**src/rtl/display_pkg.sv**
```systemverilog
// Shared constants for the multiplexed 7-segment display scanner:
// active-low segment codes (bit 6 = a ... bit 0 = g) and the scan FSM state type.
package display_pkg;

   typedef enum logic {
      ST_SHOW  = 1'b0,
      ST_GUARD = 1'b1
   } scan_state_e;

   localparam logic [6:0] SEG_0     = 7'b0000001;
   localparam logic [6:0] SEG_1     = 7'b1001111;
   localparam logic [6:0] SEG_2     = 7'b0010010;
   localparam logic [6:0] SEG_3     = 7'b0000110;
   localparam logic [6:0] SEG_4     = 7'b1001100;
   localparam logic [6:0] SEG_5     = 7'b0100100;
   localparam logic [6:0] SEG_6     = 7'b0100000;
   localparam logic [6:0] SEG_7     = 7'b0001111;
   localparam logic [6:0] SEG_8     = 7'b0000000;
   localparam logic [6:0] SEG_9     = 7'b0000100;
   localparam logic [6:0] SEG_BLANK = 7'b1111111;

endpackage

```
**src/rtl/display_scanner_seg7_decode.sv**
```systemverilog
// BCD to active-low 7-segment decoder; codes 10..15 render as blank.
module seg7_decode
   import display_pkg::*;
(
   input  logic [3:0] code,
   output logic [6:0] seg_n
);

   // Pure lookup from digit code to segment pattern.
   always_comb begin
      seg_n = SEG_BLANK;
      case (code)
         4'd0:    seg_n = SEG_0;
         4'd1:    seg_n = SEG_1;
         4'd2:    seg_n = SEG_2;
         4'd3:    seg_n = SEG_3;
         4'd4:    seg_n = SEG_4;
         4'd5:    seg_n = SEG_5;
         4'd6:    seg_n = SEG_6;
         4'd7:    seg_n = SEG_7;
         4'd8:    seg_n = SEG_8;
         4'd9:    seg_n = SEG_9;
         default: seg_n = SEG_BLANK;
      endcase
   end

endmodule

```
**src/rtl/display_scanner.sv**
```systemverilog
// Time-multiplexed 7-segment scanner. Each digit is lit for REFRESH_DIV
// cycles followed by GUARD_CYCLES with every anode off. New data is staged
// in a pending register and promoted to the displayed register only at the
// frame boundary, so a frame never mixes old and new digits.
module display_scanner
   import display_pkg::*;
#(
   parameter int DIGITS        = 4,
   parameter int REFRESH_DIV   = 50000,
   parameter int GUARD_CYCLES  = 500,
   parameter int BLANK_LEADING = 1
)
(
   input  logic                  clock,
   input  logic                  reset,
   input  logic [4*DIGITS-1:0]   bcd_in,
   input  logic [DIGITS-1:0]     dp_in,
   input  logic                  load,
   output logic [DIGITS-1:0]     anodes,
   output logic [6:0]            segments,
   output logic                  dp,
   output logic                  frame_done
);

   localparam int IDX_W   = $clog2(DIGITS);
   localparam int CNT_MAX = (REFRESH_DIV > GUARD_CYCLES) ? REFRESH_DIV : GUARD_CYCLES;
   localparam int CNT_W   = $clog2(CNT_MAX);

   localparam logic [CNT_W-1:0] SHOW_LAST  = CNT_W'(REFRESH_DIV - 1);
   localparam logic [CNT_W-1:0] GUARD_LAST = CNT_W'(GUARD_CYCLES - 1);
   localparam logic [IDX_W-1:0] IDX_LAST   = IDX_W'(DIGITS - 1);

   scan_state_e            state_q, state_d;
   logic [IDX_W-1:0]       idx_q, idx_d;
   logic [CNT_W-1:0]       cnt_q, cnt_d;

   logic [4*DIGITS-1:0]    active_bcd_q, active_bcd_d;
   logic [DIGITS-1:0]      active_dp_q, active_dp_d;
   logic [4*DIGITS-1:0]    pending_bcd_q, pending_bcd_d;
   logic [DIGITS-1:0]      pending_dp_q, pending_dp_d;
   logic                   pend_valid_q, pend_valid_d;

   logic [DIGITS-1:0]      anodes_q, anodes_d;
   logic [6:0]             segments_q, segments_d;
   logic                   dp_q, dp_d;
   logic                   frame_done_q, frame_done_d;

   logic                   frame_s;
   logic [DIGITS-1:0]      blank_s;
   logic [3:0]             sel_digit_s;
   logic                   sel_blank_s;
   logic                   sel_dp_s;
   logic [6:0]             dec_seg_s;
   logic                   run_zero_s;

   // Scan sequencing: slot counter, SHOW/GUARD alternation and digit index.
   always_comb begin
      state_d = state_q;
      idx_d   = idx_q;
      cnt_d   = cnt_q;
      frame_s = 1'b0;
      case (state_q)
         ST_SHOW: begin
            if (cnt_q == SHOW_LAST) begin
               state_d = ST_GUARD;
               cnt_d   = '0;
            end else begin
               cnt_d   = cnt_q + 1'b1;
            end
         end
         ST_GUARD: begin
            if (cnt_q == GUARD_LAST) begin
               state_d = ST_SHOW;
               cnt_d   = '0;
               if (idx_q == IDX_LAST) begin
                  idx_d   = '0;
                  frame_s = 1'b1;
               end else begin
                  idx_d   = idx_q + 1'b1;
               end
            end else begin
               cnt_d   = cnt_q + 1'b1;
            end
         end
         default: begin
            state_d = ST_SHOW;
            idx_d   = '0;
            cnt_d   = '0;
         end
      endcase
   end

   // Double-buffered display data; a load on the boundary cycle bypasses pending.
   always_comb begin
      active_bcd_d  = active_bcd_q;
      active_dp_d   = active_dp_q;
      pending_bcd_d = pending_bcd_q;
      pending_dp_d  = pending_dp_q;
      pend_valid_d  = pend_valid_q;
      if (frame_s) begin
         if (load) begin
            active_bcd_d = bcd_in;
            active_dp_d  = dp_in;
            pend_valid_d = 1'b0;
         end else if (pend_valid_q) begin
            active_bcd_d = pending_bcd_q;
            active_dp_d  = pending_dp_q;
            pend_valid_d = 1'b0;
         end else begin
            pend_valid_d = pend_valid_q;
         end
      end else if (load) begin
         pending_bcd_d = bcd_in;
         pending_dp_d  = dp_in;
         pend_valid_d  = 1'b1;
      end else begin
         pend_valid_d  = pend_valid_q;
      end
   end

   // Leading-zero blanking: a digit blanks when it and every higher digit are zero.
   always_comb begin
      run_zero_s = 1'b1;
      blank_s    = '0;
      for (int i = DIGITS - 1; i >= 0; i--) begin
         run_zero_s = run_zero_s & (active_bcd_q[i*4 +: 4] == 4'd0);
         if ((BLANK_LEADING != 0) && (i > 0)) begin
            blank_s[i] = run_zero_s;
         end else begin
            blank_s[i] = 1'b0;
         end
      end
   end

   // Select the code, blank flag and decimal point of the digit being scanned.
   always_comb begin
      sel_digit_s = 4'd0;
      sel_blank_s = 1'b0;
      sel_dp_s    = 1'b0;
      for (int i = 0; i < DIGITS; i++) begin
         if (idx_q == IDX_W'(i)) begin
            sel_digit_s = active_bcd_q[i*4 +: 4];
            sel_blank_s = blank_s[i];
            sel_dp_s    = active_dp_q[i];
         end else begin
            sel_digit_s = sel_digit_s;
         end
      end
   end

   seg7_decode u_decode (
      .code  (sel_digit_s),
      .seg_n (dec_seg_s)
   );

   // Next values of the registered pin drivers, derived from the current scan state.
   always_comb begin
      anodes_d     = {DIGITS{1'b1}};
      segments_d   = SEG_BLANK;
      dp_d         = 1'b1;
      frame_done_d = frame_s;
      if (state_q == ST_SHOW) begin
         for (int i = 0; i < DIGITS; i++) begin
            anodes_d[i] = (idx_q != IDX_W'(i));
         end
         segments_d = sel_blank_s ? SEG_BLANK : dec_seg_s;
         dp_d       = ~sel_dp_s;
      end else begin
         anodes_d   = {DIGITS{1'b1}};
         segments_d = SEG_BLANK;
         dp_d       = 1'b1;
      end
   end

   // All state and output registers, cleared by the synchronous reset.
   always_ff @(posedge clock) begin
      if (reset) begin
         state_q       <= ST_SHOW;
         idx_q         <= '0;
         cnt_q         <= '0;
         active_bcd_q  <= '0;
         active_dp_q   <= '0;
         pending_bcd_q <= '0;
         pending_dp_q  <= '0;
         pend_valid_q  <= 1'b0;
         anodes_q      <= {DIGITS{1'b1}};
         segments_q    <= SEG_BLANK;
         dp_q          <= 1'b1;
         frame_done_q  <= 1'b0;
      end else begin
         state_q       <= state_d;
         idx_q         <= idx_d;
         cnt_q         <= cnt_d;
         active_bcd_q  <= active_bcd_d;
         active_dp_q   <= active_dp_d;
         pending_bcd_q <= pending_bcd_d;
         pending_dp_q  <= pending_dp_d;
         pend_valid_q  <= pend_valid_d;
         anodes_q      <= anodes_d;
         segments_q    <= segments_d;
         dp_q          <= dp_d;
         frame_done_q  <= frame_done_d;
      end
   end

   assign anodes     = anodes_q;
   assign segments   = segments_q;
   assign dp         = dp_q;
   assign frame_done = frame_done_q;

endmodule
```
**config.mk**
```make
export PLATFORM = sky130hd
export DESIGN_NAME = display_scanner
export DESIGN_NICKNAME = d
export VERILOG_FILES = /design/src/rtl/display_pkg.sv /design/src/rtl/display_scanner_seg7_decode.sv /design/src/rtl/display_scanner.sv
export SDC_FILE = /design/constraint.sdc
export NUM_CORES = 1
export LEC_CHECK = 0
export ABC_AREA = 0
export BUFFER_PORTS_ARGS = -buffer_cell sky130_fd_sc_hd__buf_4
export CORE_MARGIN = 1
export CORE_UTILIZATION = 49
export DETAILED_ROUTE_END_ITERATION = 16
export GPL_ROUTABILITY_DRIVEN = 0
export PLACE_DENSITY = 0.68
export RECOVER_POWER = 100
export SLEW_MARGIN = 20
export SYNTH_ARGS = -nofsm -noshare
export SYNTH_HDL_FRONTEND = slang
export SYNTH_SLANG_ARGS = --single-unit
```
**constraint.sdc**
```tcl
create_clock -name clock -period 2.9 [get_ports clock]
set_input_delay 0.29 -clock clock [delete_from_list [all_inputs] [get_ports clock]]
set_output_delay 0.29 -clock clock [all_outputs]
set_load 0.005 [all_outputs]
```
==> results of run 1 <==
-- final cells by class --
| class | instances | share of cell area |
|---|---|---|
| well taps | 77 | 0.0254 |
| flip-flops and latches | 73 | 0.385 |
| inverters | 7 | 0.00693 |
| multi-input cells | 250 | 0.462 |
| clock buffers | 14 | 0.0429 |
| repair buffers | 40 | 0.0772 |
-- through the flow --
step,total power (µW),cell area (µm²)
floorplan,1150,3330
global placement,1200,3650
detailed placement,1200,3650
CTS,1890,3820
global route,1950,3790
finish,1870,3790
-- worst reg2reg max path, stage by stage, from the launching register on --
cell	delay, ps
dfxtp_1	380
ha_1	250
or4b_1	510
or4_4	570
o21ai_0	160
clkbuf_4	400
mux2i_1	270
nor2_1	60
-- synth_stat cells, drive strengths merged (3+ instances only) --
library cell  instances  area, µm²
a21oi                 6       30.0
ha                   11        138
a31oi                 3       18.8
clkbuf               15       56.3
nor3b                 3       22.5
inv                   7       26.3
nor2                 67        251
nand3                 8       40.0
nor4                  5       31.3
mux2i                42        420
nand2                21       78.8
nand4                 4       25.0
a211oi                4       30.0
xnor2                 7       61.3
or3                   3       18.8
o21ai                 5       25.0
and3                  4       25.0
buf                   4       32.5
dfxtp                73       1460
xor2                  7       61.3
mux2                 20        225
nand3b                4       30.0
-- logic make-up (layout without fill, tap and decap cells) --
kind of cell	after synthesis	after routing	share of synthesized area
AND/OR/NAND/NOR	133	133	0.191
flip-flops	73	73	0.439
multiplexers	62	62	0.194
AO/OA/AOI/OAI	30	30	0.0635
buffers and inverters	26	61	0.0346
XOR/XNOR	14	14	0.0368
adder cells (fa/ha/maj)	11	11	0.0413
-- power groups by stage --
stage / clock (µW) / combinational [µW] / sequential, µW
global route: 760 / 144 / 1040
CTS: 715 / 135 / 1040
detailed placement: 0 / 134 / 1060
floorplan: 0 / 84.5 / 1060
finish: 701 / 130 / 1040
global placement: 0 / 133 / 1060
-- how the worst max path moves through the flow --
| stage | slack [ps] | start | end | cells after the start |
|---|---|---|---|---|
| 3_5_place_dp | 230 | cnt_q[0]$_SDFF_PP0_ | active_bcd_q[13]$_SDFFE_PP0P_ | 7 |
| 5_1_grt | 30 | cnt_q[0]$_SDFF_PP0_ | pending_dp_q[2]$_SDFFE_PP0P_ | 7 |
| 3_3_place_gp | 300 | cnt_q[0]$_SDFF_PP0_ | active_bcd_q[1]$_SDFFE_PP0P_ | 7 |
| 4_1_cts | 220 | cnt_q[0]$_SDFF_PP0_ | active_bcd_q[13]$_SDFFE_PP0P_ | 7 |
| 2_1_floorplan | 400 | cnt_q[0]$_SDFF_PP0_ | active_bcd_q[0]$_SDFFE_PP0P_ | 8 |
| 6_report | 180 | cnt_q[0]$_SDFF_PP0_ | pending_dp_q[2]$_SDFFE_PP0P_ | 7 |
-- state kept, by name, summed over array words and instances (netlist names), 2 cells and up --
signal / flops
idx_q: 2
active_bcd_q: 16
pending_dp_q: 4
active_dp_q: 4
pending_bcd_q: 16
segments: 7
anodes: 4
cnt_q: 16
-- per-layer routing --
layer | vias to the layer above | track usage | share of wire
met5 | - | 0 | 0
met1 | 1134 | 0.257 | 0.51
li1 | 1279 | - | -
met3 | 11 | 0.0423 | 0.032
met2 | 37 | 0.282 | 0.44
met4 | 0 | 0.111 | 0.025
==> reports/qor.txt, run 1 <==
Least-Margin Pin Slew: 547 ps
Yosys reg bits: 73
Initial core utilization: 0.516
Drt first pass iters: 12
CTS buffer count: 9
P per Cell Area: 494 nW/µm²
1st-iter DRT viols: 89
Final Max Tran Viols: 0
Pin count of the biggest net entering global routing: 50
Pint: 1450 µW
H-tree Lvls: 3
Netlist cell types: 43
Fill cell count: 594
Via density: 5.34
Clk_skew: 6.15 ps
Endpoint, Worst Hold: pending_bcd_q[0]$_SDFFE_PP0P_
Sequential Area: 1460 µm²
Switching power: 423 µW
Share of layout cells above drive strength 1: 0.193
Tmin final: 2720 ps
Remaining global-route overflow: 0
CTS Buffer Depth: 2
Max_cap viols: 0
Sw Share: 0.226
Mapped Avg Cell Area: 9.54 µm²
Antenna Violating Nets Remaining: 0
Clock-pin slew on the worst setup and hold paths: 70 ps
Hold Startpoint: bcd_in[0]
Clock insertion delay at the later pin of the skew report: 350 ps
Post-CTS Hold Fix Bufs: 0
Final setup margin: 185 ps
Area occupied by multi-input gates: 1750 µm²
Fmax: 368 MHz
Crit Path Category: register to register
Failing checks: design-rule violations
Die Ht: 84.4 µm
Most common cell after layout, fill and taps aside: dfxtp_1
Post-route setup TNS: 0 ps
CTS tree: yes
Final setup viols: 0
Final Non-Filler Cells: 461
Layout Utilization: 0.587
Final hold slack: 174 ps
Seq pwr share: 0.556
Post-synthesis sequential area ratio: 0.439
Slowest stage delay, CP: 570 ps
WP buf/inv: 1
CP Launch Type: register
# IOs: 36
Drt total wl: 6100 µm
Synthesis-to-finish area growth: 13.9%
Top FF cell, synth: dfxtp_1
Critical path fanouts, max: 20
Gr usage total: 0.191
Worst path required time: 3130 ps
Initial antenna violation count: 0
Syn Nets: 383
Post-DP HPWL: 4140 µm
CTS Sinks: 73
Max_slew headroom: 0.635
CP arrival: 2940 ps
Final hold violations: 0
Delay-heaviest family, CP: simple AND/OR/NAND/NOR gates
Dpl ws: 231 ps
Ant diodes: 0
Core area: 6460 µm²
DRC: 2
Chip width: 84.4 µm
Post-CTS Setup Inserts: 0
Reg2Reg Setup Slack: 180 ps
Via count: 2461
Worst vdd ir: 0.000231 V
Hold/Removal Path Class: input pin to register
Row count: 29
Cell area after synthesis: 3330 µm²
Average routed wire per standard cell: 13.2 µm
Worst path cell trace: ha_1 > or4b_1 > or4_4 > o21ai_0 > clkbuf_4 > mux2i_1 > nor2_1
Unrepaired setup endpoints after global routing: no
Pleak: 0.00168 µW
Worst R2R Path Depth: 7
Clk root buf: clkbuf_8
Die ar.: 7130 µm²
Synth warn: 0
Slowest-stage cell, CP: or4_4
Resized Gates After CTS: 0
Fin crit share: 0.936
Nets: 415
Most frequent cells in the layout: dfxtp_1 (73), nor2_1 (67), mux2i_1 (42)
Crit end category: register
FF-to-FF End: pending_dp_q[2]$_SDFFE_PP0P_
Worst Hold Depth: 3
PortBufs: 35
Post-synthesis async set-or-reset flop share: 0
Status: finished, violations left
First-pass GRT wire length: 10600 µm
Number of global-route vias before repair: 2275
Comb pwr share: 0.070
Syn Inst Count: 349
DP Cell Count: 447
Reg2Reg Launch Point: cnt_q[0]$_SDFF_PP0_
Post-synth EDFFs: 0
Clock network power share: 0.374
(Power assumes the default switching activity.)
==> run 2, diff against run 1 <==
- CORE_MARGIN: 1 -> 1.5
- HOLD_SLACK_MARGIN: not set -> 0.1
- PLACE_DENSITY: 0.68 -> 0.69
==> run 2 against run 1 <==
Compared with the run above: highest routed layer unchanged; largest cell class unchanged; global-route usage increased by 0.16 points; clock-buffer cell count decreased by 2; the run still ends with design-rule violations left; non-clock buffer count unchanged; utilization up 1.1 points; design area rose by 1.9%.
==> reports/qor.txt, run 2 (same netlist as run 1, synthesis figures left out) <==
Status: finished, violations left
Failing checks: design-rule violations
Layout Utilization: 0.598 (+0.0110)
H-tree Lvls: 3 (unchanged)
Post-CTS Hold Fix Bufs: 0 (unchanged)
Max_cap viols: 0 (unchanged)
1st-iter DRT viols: 80 (-10%)
Via density: 5.36 (+0.34%)
Pint: 1630 µW (+13%)
Unrepaired setup endpoints after global routing: no
Max_slew headroom: 0.599 (-0.0365)
Fmax: 371 MHz (+0.76%)
First-pass GRT wire length: 11100 µm (+4.6%)
DRC: 2 (unchanged)
Seq pwr share: 0.503 (-0.053)
Biggest regs: active_bcd_q x16, cnt_q x16, pending_bcd_q x16
Most common cell after layout, fill and taps aside: dfxtp_1
Tmin final: 2690 ps (-20.5 ps)
Number of global-route vias before repair: 2337 (+2.7%)
Gr usage total: 0.192 (+0.00159)
Sw Share: 0.211 (-0.0148)
Die ar.: 7300 µm² (+2.4%)
Hold/Removal Path Class: input pin to register
Fin crit share: 0.929 (-0.00708)
DP Cell Count: 447 (unchanged)
CTS Buffer Depth: 2 (unchanged)
Clock network power share: 0.433 (+0.059)
Resized Gates After CTS: 0 (unchanged)
Antenna Violating Nets Remaining: 0 (unchanged)
Crit Path Category: register to register
Comb pwr share: 0.063 (-0.007)
Overall power: 2070 µW (+10%)
Slowest stage delay, CP: 570 ps (about the same)
Synthesis-to-finish area growth: 16.0%
Average routed wire per standard cell: 13.9 µm (+5.0%)
Most frequent cells in the layout: dfxtp_1 (73), nor2_1 (67), mux2i_1 (42)
Clock-pin slew on the worst setup and hold paths: 80 ps (about the same)
Post-route setup TNS: 0 ps (unchanged)
Ant diodes: 0 (unchanged)
CTS buffer count: 9 (unchanged)
Row count: 29 (unchanged)
Pleak: 0.00171 µW (+1.6%)
Area post-placement: 3650 µm² (unchanged)
CP arrival: 2910 ps (-30 ps)
Critical path fanouts, max: 20 (unchanged)
Drt first pass iters: 10 (-2)
Fill cell count: 575 (-3.2%)
CP Launch Type: register
Switching power: 437 µW (+3.2%)
Nets: 415 (unchanged)
Initial core utilization: 0.516 (unchanged)
Pin count of the biggest net entering global routing: 50 (unchanged)
Final setup viols: 0 (unchanged)
Via count: 2480 (+0.77%)
Crit end category: register
Worst vdd ir: 0.000345 V (+49%)
Chip width: 85.4 µm (+1.2%)
Final Max Tran Viols: 0 (unchanged)
Worst path cell trace: ha_1 > or4b_1 > or4_4 > or3_1 > buf_4 > mux2i_1 > nor2_1
Clock insertion delay at the later pin of the skew report: 340 ps (about the same)
PortBufs: 35 (unchanged)
Worst path required time: 3110 ps (-20 ps)
Final Instance Area: 3860 µm² (+1.9%)
Post-DP HPWL: 4290 µm (+3.7%)
Clk_skew: 9.62 ps (+3.47 ps)
CTS Sinks: 73 (unchanged)
Share of layout cells above drive strength 1: 0.205 (+0.0120)
Initial antenna violation count: 0 (unchanged)
P per Cell Area: 535 nW/µm² (+8.4%)
Final Non-Filler Cells: 463 (+0.43%)
CTS tree: yes
Drt total wl: 6430 µm (+5.4%)
Slowest-stage cell, CP: or4_4
Core area: 6460 µm² (unchanged)
# IOs: 36 (unchanged)
Final hold violations: 0 (unchanged)
Die Ht: 85.4 µm (+1.2%)
Post-CTS Setup Inserts: 0 (unchanged)
Clk root buf: clkbuf_8
Least-Margin Pin Slew: 602 ps (+54.8 ps)
Remaining global-route overflow: 0 (unchanged)
## run 2: changes by cell type in the layout (fill, tap and decap cells not counted)
cell        before  now
bufinv_16        0    2
clkbuf_1         5    3
clkinvlp_4       0    2
o21ai_0          5    4
o21ai_2          0    1
## run 2: layout make-up
type,count,area (µm²),area share
Timing Repair Buffer,40,293,0.0758
Clock inverter,4,75.1,0.0194
Clock buffer,12,155,0.0401
Inverter,7,26.3,0.00680
Multi-Input combinational cell,250,1760,0.455
Tap cell,77,96.3,0.0249
Sequential cell,73,1460,0.378
## run 2: path summary, 6_finish.rpt
path	start	end	slack, ps	cells after the start
worst min register to register	cnt_q[0]$_SDFF_PP0_	cnt_q[0]$_SDFF_PP0_	470	1
worst min-delay path	bcd_in[1]	pending_bcd_q[1]$_SDFFE_PP0P_	190	3
worst max register to register	cnt_q[0]$_SDFF_PP0_	active_bcd_q[0]$_SDFFE_PP0P_	210	7
worst max-delay path	cnt_q[0]$_SDFF_PP0_	active_bcd_q[0]$_SDFFE_PP0P_	210	7
## run 2: power groups by stage
stage | logic [µW] | registers [µW] | clock network (µW)
floorplan | 84.5 | 1060 | 0
global placement | 134 | 1060 | 0
detailed placement | 135 | 1060 | 0
CTS | 136 | 1040 | 916
global route | 147 | 1040 | 967
finish | 131 | 1040 | 896
## run 2: critical path: cells and delay by family (launching register included)
kind | cells | cell delay (ps)
muxes | 1 | 200
buffers and inverters | 1 | 250
and+or+nand+nor | 4 | 1480
adders and majority gates | 1 | 250
DFF | 1 | 370
## run 2: per-layer routing
| layer | track usage | part of all wire |
|---|---|---|
| met3 | 0.0477 | 0.046 |
| met1 | 0.259 | 0.50 |
| met5 | 0 | 0 |
| met2 | 0.289 | 0.43 |
| met4 | 0.0909 | 0.024 |
## run 2: through the flow
stage,hold WS (ps),setup slack [ps]
after floorplan,426,395
after global placement,439,299
after detailed placement,454,223
after CTS,176,210
after global routing,189,69.9
final,191,205
==> run 3, diff against run 2 <==
- SYNTH_HIERARCHICAL: not set -> 1
==> run 3 against run 2 <==
Compared with the run above: the run now ends clean; first-iteration DRC count up 57%; register-to-register slack improved by 98 ps; final cell count increased by 27%; critical path depth is 5 higher; fmax is 3.8% higher; routed wire length grew 33%; hold slack better by 9.9 ps; critical endpoint is now segments[3]$_SDFF_PP1_; largest cell class unchanged; largest power group unchanged.
==> reports/qor.txt, run 3 <==
Clk root buf: clkbuf_8
Fin crit share: 0.895 (-0.0339)
Core area: 7810 µm² (+21%)
Synthesis-to-finish area growth: 10.4%
Clock-pin slew on the worst setup and hold paths: 80 ps (about the same)
Nets: 516 (+24%)
Unrepaired setup endpoints after global routing: no
Yosys reg bits: 73 (unchanged)
Worst R2R Path Depth: 12 (+5)
Post-synth EDFFs: 0 (unchanged)
Mux cell area share after synthesis: 0.0501 (-0.144)
Share of layout cells above drive strength 1: 0.134 (-0.0709)
Worst Hold Depth: 3 (unchanged)
Synth Area in Adders: 0.0313 (-0.0100)
Post-synthesis async set-or-reset flop share: 0 (unchanged)
Worst path required time: 3130 ps (+20 ps)
Reg2Reg Setup Slack: 300 ps (+100 ps)
Dpl ws: 247 ps (+24.1 ps)
Resized Gates After CTS: 0 (unchanged)
Crit Path Category: register to register
Final Instance Area: 4410 µm² (+14%)
Post-CTS Hold Fix Bufs: 0 (unchanged)
Via count: 3382 (+36%)
Die ar.: 8710 µm² (+19%)
Syn Nets: 501 (+31%)
1st-iter DRT viols: 126 (+57%)
DRC: 0 (-2)
Fmax: 385 MHz (+3.8%)
Biggest regs: active_bcd_q x16, cnt_q x16, pending_bcd_q x16
Status: complete, no violations
Critical path fanouts, max: 12 (-40%)
Remaining global-route overflow: 0 (unchanged)
Clock insertion delay at the later pin of the skew report: 340 ps (about the same)
Tmin final: 2600 ps (-98.4 ps)
CTS tree: yes
Via density: 5.75 (+7.4%)
CTS Buffer Depth: 2 (unchanged)
Pin count of the biggest net entering global routing: 64 (+28%)
Max_cap viols: 0 (unchanged)
CTS buffer count: 9 (unchanged)
CTS Sinks: 73 (unchanged)
P per Cell Area: 438 nW/µm² (-18%)
Worst vdd ir: 0.000240 V (-31%)
Complex-gate fraction of the synthesized area: 0.149 (+0.0852)
Initial antenna violation count: 0 (unchanged)
Least-Margin Pin Slew: 694 ps (+92.7 ps)
Drt total wl: 8570 µm (+33%)
Final Max Tran Viols: 0 (unchanged)
Slowest-stage cell, CP: dfxtp_1
Die Ht: 93.3 µm (+9.2%)
Post-synth top area cell: dfxtp_1
# IOs: 36 (unchanged)
Overall power: 1930 µW (-6.6%)
Mapped Avg Cell Area: 8.54 µm² (-10%)
M1 GR Usage: 0.281 (+0.0225)
Area post-placement: 4280 µm² (+17%)
First-pass GRT wire length: 14200 µm (+28%)
Cell area after synthesis: 4000 µm² (+20%)
Post-route setup TNS: 0 ps (unchanged)
Most frequent cells in the layout: dfxtp_1 (73), nand2_1 (44), nor2_1 (31)
Ant diodes: 0 (unchanged)
Final hold violations: 0 (unchanged)
Clk_skew: 10.5 ps (+0.838 ps)
Met2 Usage GRT: 0.312 (+0.0230)
Main combinational cell family by area after synthesis: simple AND/OR/NAND/NOR gates
Number of global-route vias before repair: 2998 (+28%)
Drt first pass iters: 4 (-6)
Post-Synth XOR/XNOR Area: 0.0307 (-0.00614)
Layout Utilization: 0.565 (-0.0333)
Yosys top cell area share: 0.366 (-0.0732)
Final setup viols: 0 (unchanged)
Antenna Violating Nets Remaining: 0 (unchanged)
Top-count cell post-synth: dfxtp_1
Crit end category: register
Hold/Removal Path Class: input pin to register
Synth warn: 6 (+6)
CP most frequent cell: a21oi_1
Most common cell after layout, fill and taps aside: dfxtp_1
Slowest stage delay, CP: 370 ps (-200 ps)
GR Util met3: 0.0569 (+0.00925)
Initial core utilization: 0.512 (-0.00367)
Max_slew headroom: 0.537 (-0.0618)
Average routed wire per standard cell: 14.6 µm (+5.0%)
Commonest cells post-synth: dfxtp_1 (73), nand2_1 (44), nor2_1 (31)
CP Launch Type: register
PortBufs: 35 (unchanged)
Row count: 32 (+10%)
Post-synthesis sequential area ratio: 0.366 (-0.0732)
Top FF cell, synth: dfxtp_1
Simple-gate area share of the yosys netlist: 0.315 (+0.123)
GR peak layer: met2
Netlist cell types: 44 (+2.3%)
Post-CTS Setup Inserts: 0 (unchanged)
Post-DP HPWL: 5640 µm (+31%)
Final setup margin: 303 ps (+98.4 ps)
Area contributors post-synth: dfxtp_1 (37%), mux2i_1 (5.0%), nand4b_1 (4.4%), o311ai_0 (4.4%), nand2_1 (4.1%)
Chip width: 93.3 µm (+9.2%)
H-tree Lvls: 3 (unchanged)
Syn Inst Count: 468 (+34%)
Fill cell count: 727 (+26%)
CP arrival: 2830 ps (-80 ps)
Worst path cell trace: inv_1 > ha_1 > nand3b_1 > a21oi_1 > a21oi_1 > o21ai_0 > inv_1 > ha_1 > or2_1 > a21oi_1 > a31oi_1 > or2_2
Gr usage total: 0.205 (+0.0131)
Pleak: 0.00152 µW (-11%)
run 3: cell count changes in the layout (fill, tap and decap cells not counted), moves of 7 or more:
cell | before | now
nor2_1 | 67 | 31
o21ai_0 | 4 | 29
nand2_1 | 21 | 44
nand2b_1 | 2 | 25
mux2i_1 | 42 | 20
or4_1 | 0 | 21
mux2_2 | 20 | 0
nand4b_1 | 0 | 20
o311ai_0 | 0 | 20
a31oi_1 | 3 | 21
nor3b_1 | 3 | 20
a21oi_1 | 6 | 16
or2_2 | 0 | 7
run 3: worst max-delay path: cells and delay by family (launching register included):
kind	cells	cell delay, ps
flip-flops	1	370
adder cells (fa/ha/maj)	2	490
buffers and inverters	2	210
AO/OA/AOI/OAI	5	690
AND/OR/NAND/NOR	3	720
run 3: cells by family (layout without fill, tap and decap cells):
group                      after synthesis  count (layout)
AOI/OAI and AO/OA                       94              94
xor gates and xnor gates                14              14
adders and majority gates               10              10
buffers and inverters                   52              70
DFF                                     73              73
muxes                                   20              20
and+or+nand+nor                        205             205
run 3: final timing paths:
path                                            start                       endpoint
worst max-delay path            idx_q[1]$_SDFFE_PP0P_         segments[3]$_SDFF_PP1_
worst min-delay path                        bcd_in[5]  pending_bcd_q[5]$_SDFFE_PP0P_
worst max register to register  idx_q[1]$_SDFFE_PP0P_         segments[3]$_SDFF_PP1_
worst min register to register    cnt_q[0]$_SDFF_PP0_            cnt_q[0]$_SDFF_PP0_
run 3: power by group:
part / leakage [µW] / internal [µW] / switching, µW / total, µW
combinational: 0.000843 / 87.6 / 89.7 / 177
clock: 0.0000826 / 350 / 342 / 692
sequential: 0.000598 / 1040 / 22.5 / 1060
run 3: per-layer routing:
metal	routed length [µm]	share of wire	vias up
li1	-	-	1745
met2	3820	0.45	57
met5	0	0	-
met3	294	0.034	8
met1	4360	0.51	1572
met4	94	0.011	0
run 3: through the flow:
| stage | cells | hold WS [ps] |
|---|---|---|
| global placement | 574 | 443 |
| CTS | 588 | 187 |
| floorplan | 468 | 429 |
| detailed placement | 574 | 455 |
| finish | 588 | 201 |
| global route | 588 | 205 |
run 3: area by class of cell:
cell class	count	area, µm²	share of cell area
sequential	73	1460	0.331
timing repair buffer	47	339	0.0769
tap	102	128	0.0289
inverter	9	33.8	0.00766
multi-input combinational	343	2290	0.518
clock buffer	14	163	0.0369
